==> src/rtl/vec_simd_unit.sv <==
// rtl/vec_simd_unit.sv - SIMD vector unit: VRF, lane-parallel add/sub, lane-serial load/store
module vec_simd_unit #(
    parameter int LANES  = 4,
    parameter int LANE_W = 8,
    parameter int NVREG  = 4,
    parameter int ADDR_W = 8,
    localparam int RIDX_W = $clog2(NVREG),
    localparam int VEC_W  = LANES * LANE_W
) (
    input  logic              clock,
    input  logic              reset,
    input  logic              start,
    input  logic [1:0]        op,
    input  logic              sat,
    input  logic [RIDX_W-1:0] vd,
    input  logic [RIDX_W-1:0] vs,
    input  logic [ADDR_W-1:0] base_addr,
    output logic              busy,
    output logic              done,
    output logic [LANES-1:0]  zmask,
    output logic [ADDR_W-1:0] next_addr,
    output logic [ADDR_W-1:0] mem_addr,
    output logic [LANE_W-1:0] mem_wdata,
    output logic              mem_wren,
    input  logic [LANE_W-1:0] mem_rdata,
    input  logic [RIDX_W-1:0] dbg_sel,
    output logic [VEC_W-1:0]  dbg_data
);

    localparam int CNT_W = $clog2(LANES + 1);

    localparam logic [1:0] OP_VADD   = 2'b00;
    localparam logic [1:0] OP_VLOAD  = 2'b10;
    localparam logic [1:0] OP_VSTORE = 2'b11;

    typedef enum logic [2:0] {
        S_IDLE,
        S_FETCH,
        S_EXEC,
        S_LD,
        S_ST,
        S_WB
    } state_t;

    state_t            state_q, state_d;
    logic [1:0]        op_q, op_d;
    logic              sat_q, sat_d;
    logic [RIDX_W-1:0] vd_q, vd_d;
    logic [RIDX_W-1:0] vs_q, vs_d;
    logic [ADDR_W-1:0] base_q, base_d;
    logic [ADDR_W-1:0] next_addr_q, next_addr_d;
    logic [CNT_W-1:0]  k_q, k_d;
    logic [VEC_W-1:0]  x1_q, x1_d;
    logic [VEC_W-1:0]  x2_q, x2_d;
    logic [VEC_W-1:0]  t_q, t_d;
    logic              busy_q, busy_d;
    logic              done_q, done_d;
    logic [LANES-1:0]  zmask_q, zmask_d;
    logic              vrf_we;

    logic [VEC_W-1:0]  vrf_q [NVREG];

    logic [VEC_W-1:0]  exec_res;
    logic [LANES-1:0]  t_zero;

    // Per-lane arithmetic: one extra bit catches carry (add) or borrow (sub)
    for (genvar g = 0; g < LANES; g++) begin : g_lane
        logic [LANE_W:0]   sum;
        logic [LANE_W:0]   diff;
        logic [LANE_W-1:0] add_res;
        logic [LANE_W-1:0] sub_res;

        assign sum     = {1'b0, x1_q[g*LANE_W +: LANE_W]} + {1'b0, x2_q[g*LANE_W +: LANE_W]};
        assign diff    = {1'b0, x1_q[g*LANE_W +: LANE_W]} - {1'b0, x2_q[g*LANE_W +: LANE_W]};
        assign add_res = (sat_q && sum[LANE_W])  ? {LANE_W{1'b1}} : sum[LANE_W-1:0];
        assign sub_res = (sat_q && diff[LANE_W]) ? {LANE_W{1'b0}} : diff[LANE_W-1:0];

        assign exec_res[g*LANE_W +: LANE_W] = (op_q == OP_VADD) ? add_res : sub_res;
        assign t_zero[g] = (t_q[g*LANE_W +: LANE_W] == {LANE_W{1'b0}});
    end

    // Next-state and datapath register updates for the control FSM
    always_comb begin
        state_d     = state_q;
        op_d        = op_q;
        sat_d       = sat_q;
        vd_d        = vd_q;
        vs_d        = vs_q;
        base_d      = base_q;
        next_addr_d = next_addr_q;
        k_d         = k_q;
        x1_d        = x1_q;
        x2_d        = x2_q;
        t_d         = t_q;
        busy_d      = busy_q;
        done_d      = 1'b0;
        zmask_d     = zmask_q;
        vrf_we      = 1'b0;

        case (state_q)
            S_IDLE: begin
                if (start) begin
                    op_d        = op;
                    sat_d       = sat;
                    vd_d        = vd;
                    vs_d        = vs;
                    base_d      = base_addr;
                    next_addr_d = base_addr + ADDR_W'(LANES);
                    k_d         = '0;
                    busy_d      = 1'b1;
                    state_d     = (op == OP_VLOAD) ? S_LD : S_FETCH;
                end
            end
            S_FETCH: begin
                x1_d    = vrf_q[vd_q];
                x2_d    = vrf_q[vs_q];
                k_d     = '0;
                state_d = (op_q == OP_VSTORE) ? S_ST : S_EXEC;
            end
            S_EXEC: begin
                t_d     = exec_res;
                state_d = S_WB;
            end
            S_LD: begin
                // Read data lags the address by one cycle, so counter k lands in lane k-1
                for (int j = 0; j < LANES; j++) begin
                    if (k_q == CNT_W'(j + 1)) begin
                        t_d[j*LANE_W +: LANE_W] = mem_rdata;
                    end
                end
                if (k_q == CNT_W'(LANES)) begin
                    state_d = S_WB;
                end else begin
                    k_d = k_q + 1'b1;
                end
            end
            S_ST: begin
                if (k_q == CNT_W'(LANES - 1)) begin
                    state_d = S_IDLE;
                    done_d  = 1'b1;
                    busy_d  = 1'b0;
                end else begin
                    k_d = k_q + 1'b1;
                end
            end
            S_WB: begin
                vrf_we  = 1'b1;
                zmask_d = t_zero;
                done_d  = 1'b1;
                busy_d  = 1'b0;
                state_d = S_IDLE;
            end
            default: begin
                state_d = S_IDLE;
            end
        endcase
    end

    // State and datapath registers
    always_ff @(posedge clock) begin
        if (reset) begin
            state_q     <= S_IDLE;
            op_q        <= '0;
            sat_q       <= 1'b0;
            vd_q        <= '0;
            vs_q        <= '0;
            base_q      <= '0;
            next_addr_q <= '0;
            k_q         <= '0;
            x1_q        <= '0;
            x2_q        <= '0;
            t_q         <= '0;
            busy_q      <= 1'b0;
            done_q      <= 1'b0;
            zmask_q     <= '0;
        end else begin
            state_q     <= state_d;
            op_q        <= op_d;
            sat_q       <= sat_d;
            vd_q        <= vd_d;
            vs_q        <= vs_d;
            base_q      <= base_d;
            next_addr_q <= next_addr_d;
            k_q         <= k_d;
            x1_q        <= x1_d;
            x2_q        <= x2_d;
            t_q         <= t_d;
            busy_q      <= busy_d;
            done_q      <= done_d;
            zmask_q     <= zmask_d;
        end
    end

    // Vector register file, written only from T during write-back
    always_ff @(posedge clock) begin
        if (reset) begin
            for (int r = 0; r < NVREG; r++) begin
                vrf_q[r] <= '0;
            end
        end else if (vrf_we) begin
            vrf_q[vd_q] <= t_q;
        end
    end

    // Memory port decode: address/data follow the lane counter in LD and ST only
    always_comb begin
        mem_wren  = 1'b0;
        mem_addr  = '0;
        mem_wdata = '0;
        if (state_q == S_ST) begin
            mem_wren = 1'b1;
            mem_addr = base_q + ADDR_W'(k_q);
            for (int j = 0; j < LANES; j++) begin
                if (k_q == CNT_W'(j)) begin
                    mem_wdata = x1_q[j*LANE_W +: LANE_W];
                end
            end
        end else if (state_q == S_LD && k_q < CNT_W'(LANES)) begin
            mem_addr = base_q + ADDR_W'(k_q);
        end
    end

    assign busy      = busy_q;
    assign done      = done_q;
    assign zmask     = zmask_q;
    assign next_addr = next_addr_q;
    assign dbg_data  = vrf_q[dbg_sel];

endmodule

==> config.mk <==
export PLATFORM = sky130hd
export DESIGN_NAME = vec_simd_unit
export DESIGN_NICKNAME = d
export VERILOG_FILES = /design/src/rtl/vec_simd_unit.sv
export SDC_FILE = /design/constraint.sdc
export NUM_CORES = 1
export LEC_CHECK = 0
export ABC_AREA = 1
export BUFFER_PORTS_ARGS = -buffer_cell sky130_fd_sc_hd__buf_2
export CORE_UTILIZATION = 25
export DETAILED_ROUTE_END_ITERATION = 8
export PLACE_DENSITY = 0.38
export SLEW_MARGIN = 20
export SYNTH_ARGS = -nofsm -noshare
export SYNTH_HDL_FRONTEND = slang
export SYNTH_SLANG_ARGS = --single-unit
==> constraint.sdc <==
create_clock -name clock -period 5.5 [get_ports clock]
set_input_delay 1.1 -clock clock [delete_from_list [all_inputs] [get_ports clock]]
set_output_delay 1.1 -clock clock [all_outputs]
set_load 0.03 [all_outputs]
After elaboration in Yosys (flattened, before gate mapping)

Memories as Yosys holds them, arrays and structs flattened. A register that Yosys moved wholly into a read port is not among the register bits.
Index checks and enable logic that the tools add are counted.

Reductions and logical operators: 28
Equal/unequal tests: 19
Add/sub/neg operators: 11
Magnitude comparators: 1
Multiplexer cells: 49

Operator list:

| operator                                       | count |
|---|---|
| 2-to-1 mux 8 bit                               | 23 |
| case mux 32 bit (2 select lines)               | 1 |
| adder 8 x 8 -> 9 bit                           | 4 |
| subtractor 8 x 8 -> 9 bit                      | 4 |
| zero test 8 bit                                | 4 |
| 2-to-1 mux 32 bit                              | 1 |
| OR reduction 32 bit                            | 1 |
| 2-to-1 mux 3 bit                               | 7 |
| case mux 3 bit (5 select lines)                | 1 |
| != test 2 bit (second input constant)          | 7 |
| == test 3 x 2 -> 1 bit (second input constant) | 4 |
| case mux 3 bit (4 select lines)                | 1 |
| 2-to-1 mux 1 bit                               | 11 |
| AND reduction 2 bit                            | 5 |
| == test 3 bit (second input constant)          | 3 |
| logical AND 1 bit                              | 9 |
| adder 8 x 3 -> 8 bit                           | 1 |
| adder 8 x 3 -> 8 bit (second input constant)   | 1 |
| == test 3 x 1 -> 1 bit (second input constant) | 2 |
| zero test 3 bit                                | 2 |
| AND reduction 3 bit                            | 2 |
| == test 2 bit (second input constant)          | 2 |
| 2-to-1 mux 2 bit                               | 2 |
| AND reduction 4 bit                            | 1 |
| other kinds (9)                                | 9 |

Memory bits (writable): 128
Logic and storage cells: 124
Memories: 1
Flip-flop bits (word level): 67
Output and inout bits: 63
Input bits: 28

Memories:

| memory | words | width | read ports | clocked after memory_dff | write ports | RTL line | text |
|---|---|---|---|---|---|---|---|
| vrf_q  | 4     | 32    | 3          | 2                        | 4           | 61       | `logic [VEC_W-1:0] vrf_q [NVREG];` |

Logic depth before layout (Yosys ltp)

Gate-level depths: netlist of the first run.

Depth in word-level cells: 7
Mapped depth: 15

Least setup slack after synthesis of the first run

Ideal clock, no wire load.

Path type: input to register
Start point: in reset
End point: mem vrf_q[3][0] (netlist bit), enable pin
Slack: 1293 ps
Buffers on the path: 1
Data arrival time: 3745 ps
Stages on the path: 3
Data required time: 5039 ps
Path through: clkbuf_1 > nor2_1 > nor3_1

RTL lines:

| what            | RTL line | text |
|---|---|---|
| start, declared | 11       | `input logic reset,` |
| end, declared   | 61       |  |

Worst setup path after layout of the first run

Start point: reg k_q[0]
End point: out mem_wdata[5]

Cells in the longest elaborated chain, start to end: 6

Ends and longest elaborated chain:

| what                           | RTL line | text |
|---|---|---|
| start, declared                | 52       | `logic [CNT_W-1:0] k_q, k_d;` |
| start signal, assigned         | 184      | `k_q <= k_d;` |
| zero test 3 bit                | 214      | `if (k_q == CNT_W'(j)) begin` |
| 2-to-1 mux 8 bit (3 in series) | 214      |  |
| 2-to-1 mux 8 bit (*)           | 214      |  |
| 2-to-1 mux 8 bit (*)           | 210      | `if (state_q == S_ST) begin` |
| end, declared                  | 23       | `output logic [LANE_W-1:0] mem_wdata,` |

Every way passes the cells marked *; elsewhere a longest branch is shown, timed or not.

==> out/metrics.csv, run 1 <==
stage;metric;value;unit
floorplanning;core;0.0646;mm²
finish;num-nets-final;2453;
floorplanning;die_w;258;µm
setup_path;critical_path.top_delay_family;compound AO/OA/AOI/OAI gates;
finish;multi_input_area;0.00808;mm²
timing;hold_viol;0;
logic_synthesis;synth_nets;2439;
setup_path;crit_chain;inv_1 > ha_1 > nand2_1 > inv_1 > a211oi_1 > o32ai_1 > buf_2;
timing;drv_slew;0;
route;dr.pass1.iters;6;
setup_path;cp-end-kind;output pin;
global_route;grt_pass1_vias;14600;
setup_path;critPathLaunchType;flop;
setup_path;cp_slowest_cell;a211oi_1;
route;wl_per_cell;19.9;µm
cts;cts.repair.resized;0;
timing;period_needed;3.94;ns
route;antenna_left;0;
floorplanning;row_count;93;
floorplanning;ios;91;
placed_design;dp_slack;1.70;ns
timing;rsz0062_at_grt;false;
cts;clk_latency;0.55;ns
global_route;grt_max_degree;97;
status;status;completed;
global_route;grt_overflow;0;
floorplanning;dieArea;0.0666;mm²
logic_synthesis;syn_area;0.0164;mm²
logic_synthesis;synth_cell_types;43;
cts;root_buffer;clkbuf_16;
timing;finalCritPeriodShare;71.6;%
finish;layout-drive-gt1-share;7.94;%
route;via_count;15400;
global_route;grt_pass1_wl;95500;µm
finish;register_area;0.00643;mm²
cts;cts_tree;done;
floorplanning;initial_utilization;25.4;%
power;leakagePower;0.00834;µW
cts;clock_path_buffers;3;
setup_path;path_class;reg2out;
timing;timing.setup.tns;0;ns
global_route;antenna_found_initial;3;
logic_synthesis;synth_warnings;0;
finish;area_delta_synth_final;13.6;%
timing;fmax;254;MHz
setup_path;critPathMostFrequentCell;inv_1;
finish;fill_cells;7091;
timing;slew_headroom;28.6;%
cts;cts-htree-levels;2;
timing;fin_ws;1.56;ns
cts;cts_hold_buf;0;
placed_design;hpwl;47100;µm
floorplanning;die_y;258;µm
setup_path;critPathBufInv;3;
power;p_per_area;505;mW/mm²
cts;path_clk_slew;0.05;ns
logic_synthesis;avgSynthCellArea;7.04;µm²
flow_run;max_cap_violations;0;
setup_path;cp_max_fo;10;
timing;setup_violations;0;
placed_design;gp_congestion;0.840;
timing;final.hold.worst_slack;0.468;ns
logic_synthesis;syn-instance-count;2329;
cts;cts_buffers;34;
route;avgViaCountPerCell;4.78;
min_path;hp-class;reg2reg;
logic_synthesis;ys_seq_area_share;39.2;%
global_route;grtUsageTotal;19.0;%
timing;fin_skew;0.0211;ns
cts;clock-sinks;257;
timing;worst_pin_slew;1.07;ns
route;drc_errors;0;
route;drtIter0Drc;1283;
placed_design;io_buffers;90;
cts;cts_setup_buffers;0;
setup_path;critPathArrivalTime;2.84;ns
power;max-vdd-ir-drop;212;µV
logic_synthesis;synth_seq_cells;257;
setup_path;worstPathRequired;4.40;ns
route;routed_wl;64100;µm
setup_path;slowest_delay;0.50;ns
[tightest hold or removal path, cell delays in order (launching register included)]
cell     delay, ns
dfxtp_1       0.31
nand2_1       0.06
a21oi_1       0.05
[layout by cell type, fill, tap and decap left out, drive strengths merged, types with 19 or more instances in the layout]
cell type,synthesis,routed
ha,73,73
edfxtp,128,128
nand4,19,19
nor2,295,295
nand3,85,85
nand2,337,337
buf,53,111
inv,352,355
dfxtp,129,129
a21oi,322,322
o21ai,368,368
clkbuf,80,42
[metal layers]
layer	wire length, µm	up-vias	track usage (%)	part of all wire (%)
met1	32000	7266	28.0	50
met2	27900	405	29.4	44
met4	853	0	3.67	1.3
met3	3320	46	2.72	5.2
met5	0	-	0	0
li1	-	7691	-	-
[cell families (layout without fill, tap and decap cells)]
family / count (synthesis) / in the layout / share of synthesized area (%)
and+or+nand+nor: 765 / 765 / 19.1
AOI/OAI and AO/OA: 724 / 724 / 22.8
DFF: 257 / 257 / 39.2
buffers and inverters: 488 / 527 / 11.6
adders and majority gates: 82 / 82 / 6.67
other: 0 / 1 / 0
xor gates and xnor gates: 13 / 13 / 0.695
[flip-flops by register name (all words and copies together) (netlist names)]
name / count
base_q: 8
busy: 1
done: 1
k_q: 3
next_addr: 6
op_q: 2
sat_q: 1
state_q: 3
t_q: 32
vd_q: 2
vrf_q: 128
vs_q: 2
x1_q: 32
x2_q: 32
zmask: 4
[metrics by stage]
step | instances | power (µW) | area, µm² | util [%]
global route | 3223 | 10200 | 18600 | 28.8
floorplan | 2329 | 5730 | 16400 | -
global placement | 3162 | 7270 | 17600 | 27.2
finish | 3224 | 9400 | 18600 | 28.8
CTS | 3223 | 9470 | 18600 | 28.8
detailed placement | 3162 | 7290 | 17600 | 27.2
[report_power, final]
part	total, µW	leakage [µW]	internal [µW]	switching (µW)
combinational	4560	0.00545	1340	3220
sequential	2710	0.00238	2340	369
clock	2130	0.000514	1230	905
total	9400	0.00834	4910	4490
[cells in the mapped netlist]
| cell | instances | share of area (%) |
|---|---|---|
| buf_1 | 23 | 0.53 |
| nor3_1 | 11 | 0.34 |
| buf_6 | 3 | 0.21 |
| nor2_1 | 290 | 6.6 |
| o2111ai_1 | 1 | 0.053 |
| inv_2 | 5 | 0.11 |
| o21ai_1 | 2 | 0.061 |
| o211ai_1 | 3 | 0.14 |
| inv_1 | 347 | 7.9 |
| o21bai_1 | 4 | 0.18 |
| a21oi_1 | 320 | 9.8 |
| nor2_4 | 2 | 0.14 |
| dfxtp_1 | 129 | 16 |
| o32ai_1 | 8 | 0.43 |
| ha_1 | 73 | 5.6 |
| and2_1 | 1 | 0.038 |
| buf_4 | 2 | 0.092 |
| a21oi_2 | 2 | 0.11 |
| nor2_2 | 3 | 0.11 |
| nand4_1 | 19 | 0.73 |
| a22oi_1 | 1 | 0.046 |
| clkbuf_2 | 1 | 0.031 |
| clkbuf_1 | 79 | 1.8 |
| or2_2 | 2 | 0.076 |
| o31ai_1 | 1 | 0.046 |
| buf_2 | 25 | 0.76 |
| nand2_1 | 334 | 7.7 |
| a211oi_1 | 8 | 0.37 |
| nand2_2 | 3 | 0.11 |
| o21ai_0 | 366 | 11 |
| a31oi_1 | 2 | 0.076 |
| xnor2_1 | 3 | 0.16 |
| o21a_1 | 1 | 0.046 |
| nand3_1 | 85 | 2.6 |
| a32o_1 | 4 | 0.24 |
| xor2_1 | 10 | 0.53 |
| nand3b_1 | 6 | 0.27 |
| clkinv_1 | 3 | 0.069 |
| fa_1 | 9 | 1.1 |
| and3_1 | 1 | 0.038 |
| edfxtp_1 | 128 | 23 |
| nor4_1 | 8 | 0.31 |
| a311oi_1 | 1 | 0.053 |
[layout make-up]
type / instances / share of cell area, %
repair buffers: 111 / 3.47
well taps: 855 / 5.75
multi-input cells: 1584 / 43.4
inverters: 355 / 7.16
clock buffers: 42 / 4.90
diodes: 1 / 0.0134
flip-flops and latches: 257 / 34.6
clock inverters: 19 / 0.733
[final timing paths]
| check | startpoint | endpoint | slack [ns] | cells after the start |
|---|---|---|---|---|
| setup / recovery | k_q[0] | mem_wdata[5] | 1.56 | 7 |
| setup reg to reg | state_q[0] | vrf_q[1][17] | 2.23 | 11 |
| hold reg to reg | next_addr[4] | next_addr[4] | 0.47 | 2 |
| hold / removal | next_addr[4] | next_addr[4] | 0.47 | 2 |
Note: power is estimated with default switching activity, not from simulation.
==> inputs of run 2 (changes only) <==
- ABC_AREA: 1 -> 0
- PLACE_DENSITY: 0.38 -> 0.4
- clock period: 5.5 -> 3.28 ns (I/O delays scaled with it)
==> run 2 against run 1 <==
Compared with the run above: synthesized area shrank 3.9%; utilization up 1.0 points; final cell count fell by 22%; non-clock buffer count rose by 22; setup slack worse by 1.5 ns; sequential power rose by 38%; clock-buffer cell count rose by 10; clock skew barely moved; largest cell class unchanged; largest power group is now clock; highest routed layer unchanged.
==> out/metrics.csv, run 2 <==
stage;metric;value;unit
logic_synthesis;ys_seq_area_share;40.8;%
power;pwr-share-comb;18.9;%
route;dr.pass1.iters;5;
cts;clock-sinks;257;
finish;layout-drive-gt1-share;19.0;%
power;leakagePower;0.00677;µW
timing;finalCritPeriodShare;99.3;%
min_path;hp-class;in2reg;
cts;path_clk_slew;0.05;ns
finish;largest_reg_flops;128;
global_route;grt_max_degree;58;
power;clkPwrFrac;41.1;%
floorplanning;core;0.0619;mm²
placed_design;io_buffers;90;
floorplanning;die_y;253;µm
finish;layout_common_cells;nand2_1, a21oi_1, and2_1;
cts;root_buffer;clkbuf_16;
logic_synthesis;synth_nets;1694;
setup_path;worstPathRequired;2.62;ns
logic_synthesis;ys_top_cells_by_area;edfxtp_1, dfxtp_1, mux4_2, ha_1, nand2_1;
status;status;completed;
setup_path;cp-end-kind;output pin;
power;max-vdd-ir-drop;264;µV
route;drtIter0Drc;912;
power;swShare;29.8;%
route;routed_wl;54300;µm
timing;period_needed;3.26;ns
timing;final.hold.worst_slack;0.350;ns
logic_synthesis;syn-instance-count;1584;
finish;largest-register;vrf_q;
flow_run;max_cap_violations;0;
power;seqPwrFrac;40.0;%
setup_path;critPathArrivalTime;2.60;ns
logic_synthesis;yosysMostFrequentCell;nand2_1;
setup_path;cp_max_fo;10;
cts;clk_latency;0.55;ns
floorplanning;dieArea;0.0640;mm²
setup_path;critPathLaunchType;flop;
floorplanning;initial_utilization;25.4;%
global_route;grtUsageTotal;17.1;%
timing;rsz0062_at_grt;true;
setup_path;path_class;reg2out;
cts;cts_setup_buffers;0;
route;antenna_left;0;
floorplanning;row_count;91;
logic_synthesis;synth_cell_types;79;
finish;final_common_cell;nand2_1;
logic_synthesis;synth_common_cells;nand2_1, a21oi_1, and2_1, dfxtp_1, edfxtp_1;
cts;cts-htree-levels;2;
cts;cts_tree;done;
timing;fmax;307;MHz
finish;num-nets-final;1760;
floorplanning;ios;91;
placed_design;gp_congestion;0.872;
route;avgViaCountPerCell;4.90;
cts;cts_hold_buf;0;
power;p_per_area;505;mW/mm²
timing;hold_viol;0;
finish;fill_cells;6482;
global_route;grt_pass1_vias;12500;
logic_synthesis;synth_edf_count;128;
cts;clock_path_buffers;3;
route;wl_per_cell;21.6;µm
logic_synthesis;syn_area;0.0158;mm²
logic_synthesis;yosysTopAreaCellShare;24.4;%
timing;slew_headroom;43.4;%
logic_synthesis;synth_seq_cells;257;
timing;timing.setup.tns;0;ns
logic_synthesis;synth_warnings;0;
timing;worst_pin_slew;0.850;ns
setup_path;r2r_slack;0.45;ns
route;drc_errors;0;
power;intPower;6540;µW
timing;fin_skew;0.0206;ns
logic_synthesis;yosysTopAreaCell;edfxtp_1;
timing;drv_slew;0;
timing;setup_violations;0;
power;power_switching;2780;µW
logic_synthesis;avgSynthCellArea;9.94;µm²
global_route;antenna_found_initial;1;
finish;area_delta_synth_final;17.2;%
placed_design;hpwl;39200;µm
logic_synthesis;ys.flop_type;dfxtp_1;
cts;cts_buffers;34;
logic_synthesis;async_flop_share;0;%
global_route;grt_pass1_wl;80900;µm
route;via_count;12300;
floorplanning;die_w;253;µm
global_route;grt_overflow;0;
[run 2: changes by cell type after synthesis, sizes merged, moves of 20 or more]
cell | previous run | this run
o21ai | 368 | 53
inv | 352 | 68
nor2 | 295 | 109
a21oi | 322 | 142
and2 | 1 | 130
nand2 | 337 | 234
mux4 | 0 | 96
nand3 | 85 | 21
buf | 53 | 29
nand2b | 0 | 22
nor2b | 0 | 20
[run 2: worst paths after layout]
kind                              startpoint      endpoint  cells after the start
worst min register to register  next_addr[3]  next_addr[3]                      2
worst max-delay path                  k_q[0]  mem_wdata[0]                      9
worst min-delay path                   vs[0]       vs_q[0]                      3
worst max register to register       x1_q[8]       t_q[13]                     10
[run 2: area by class of cell]
cell class / instances / area (µm²) / share of cell area (%)
clock buffers: 52 / 992 / 5.37
repair buffers: 133 / 851 / 4.61
well taps: 837 / 1050 / 5.67
flip-flops and latches: 257 / 6440 / 34.9
inverters: 68 / 255 / 1.38
diodes: 1 / 2.50 / 0.0136
multi-input cells: 1156 / 8750 / 47.4
clock inverters: 10 / 128 / 0.691
[run 2: metrics by stage]
step	total power [µW]	utilization (%)	cells	setup WS, ns	instance area (µm²)
global route	9750	29.8	2513	-0.0421	18500
CTS	9460	29.8	2513	-0.0281	18400
detailed placement	5560	27.9	2451	0.0326	17300
global placement	5570	27.9	2451	-0.0734	17300
floorplan	4960	-	1584	0.809	15800
finish	9320	29.8	2514	0.0233	18500
[run 2: worst max-delay path, cell delays in order, from the launching register on]
cell and delay (ns):
dfxtp_2 0.38, inv_1 0.12, ha_4 0.25, nand2_1 0.16, nor2_1 0.07, a211oi_2 0.43
a21oi_2 0.14, a22oi_1 0.22, nor2_1 0.10, buf_2 0.20
[run 2: power by group through the flow]
stage               clock, µW  combinational [µW]  sequential, µW
floorplan                   0                1260            3710
global placement            0                1770            3800
detailed placement          0                1760            3800
CTS                      3950                1770            3730
global route             4070                1920            3760
finish                   3830                1760            3730
[run 2: cell families after synthesis]
family                     after synthesis  synth area share, %
xor gates and xnor gates                31                 1.72
DFF                                    257                 40.8
AOI/OAI and AO/OA                      334                 13.5
buffers and inverters                  171                 4.30
adders and majority gates               82                 6.94
and+or+nand+nor                        610                 18.9
muxes                                   99                 13.9
[run 2: per-layer routing]
layer / up-vias / track usage, % / share of wire [%] / wire [µm]
met5: - / 0 / 0 / 0
met4: 0 / 4.71 / 2.4 / 1310
met3: 79 / 2.92 / 4.7 / 2530
met2: 289 / 27.9 / 46 / 25300
met1: 6126 / 23.2 / 46 / 25200
li1: 5826 / - / - / -
[run 2: what timing repair did]
action,in CTS,in global routing
gates resized for setup,10,6
cloned,0,0
pin swaps,0,1
setup endpoints to repair,8,16
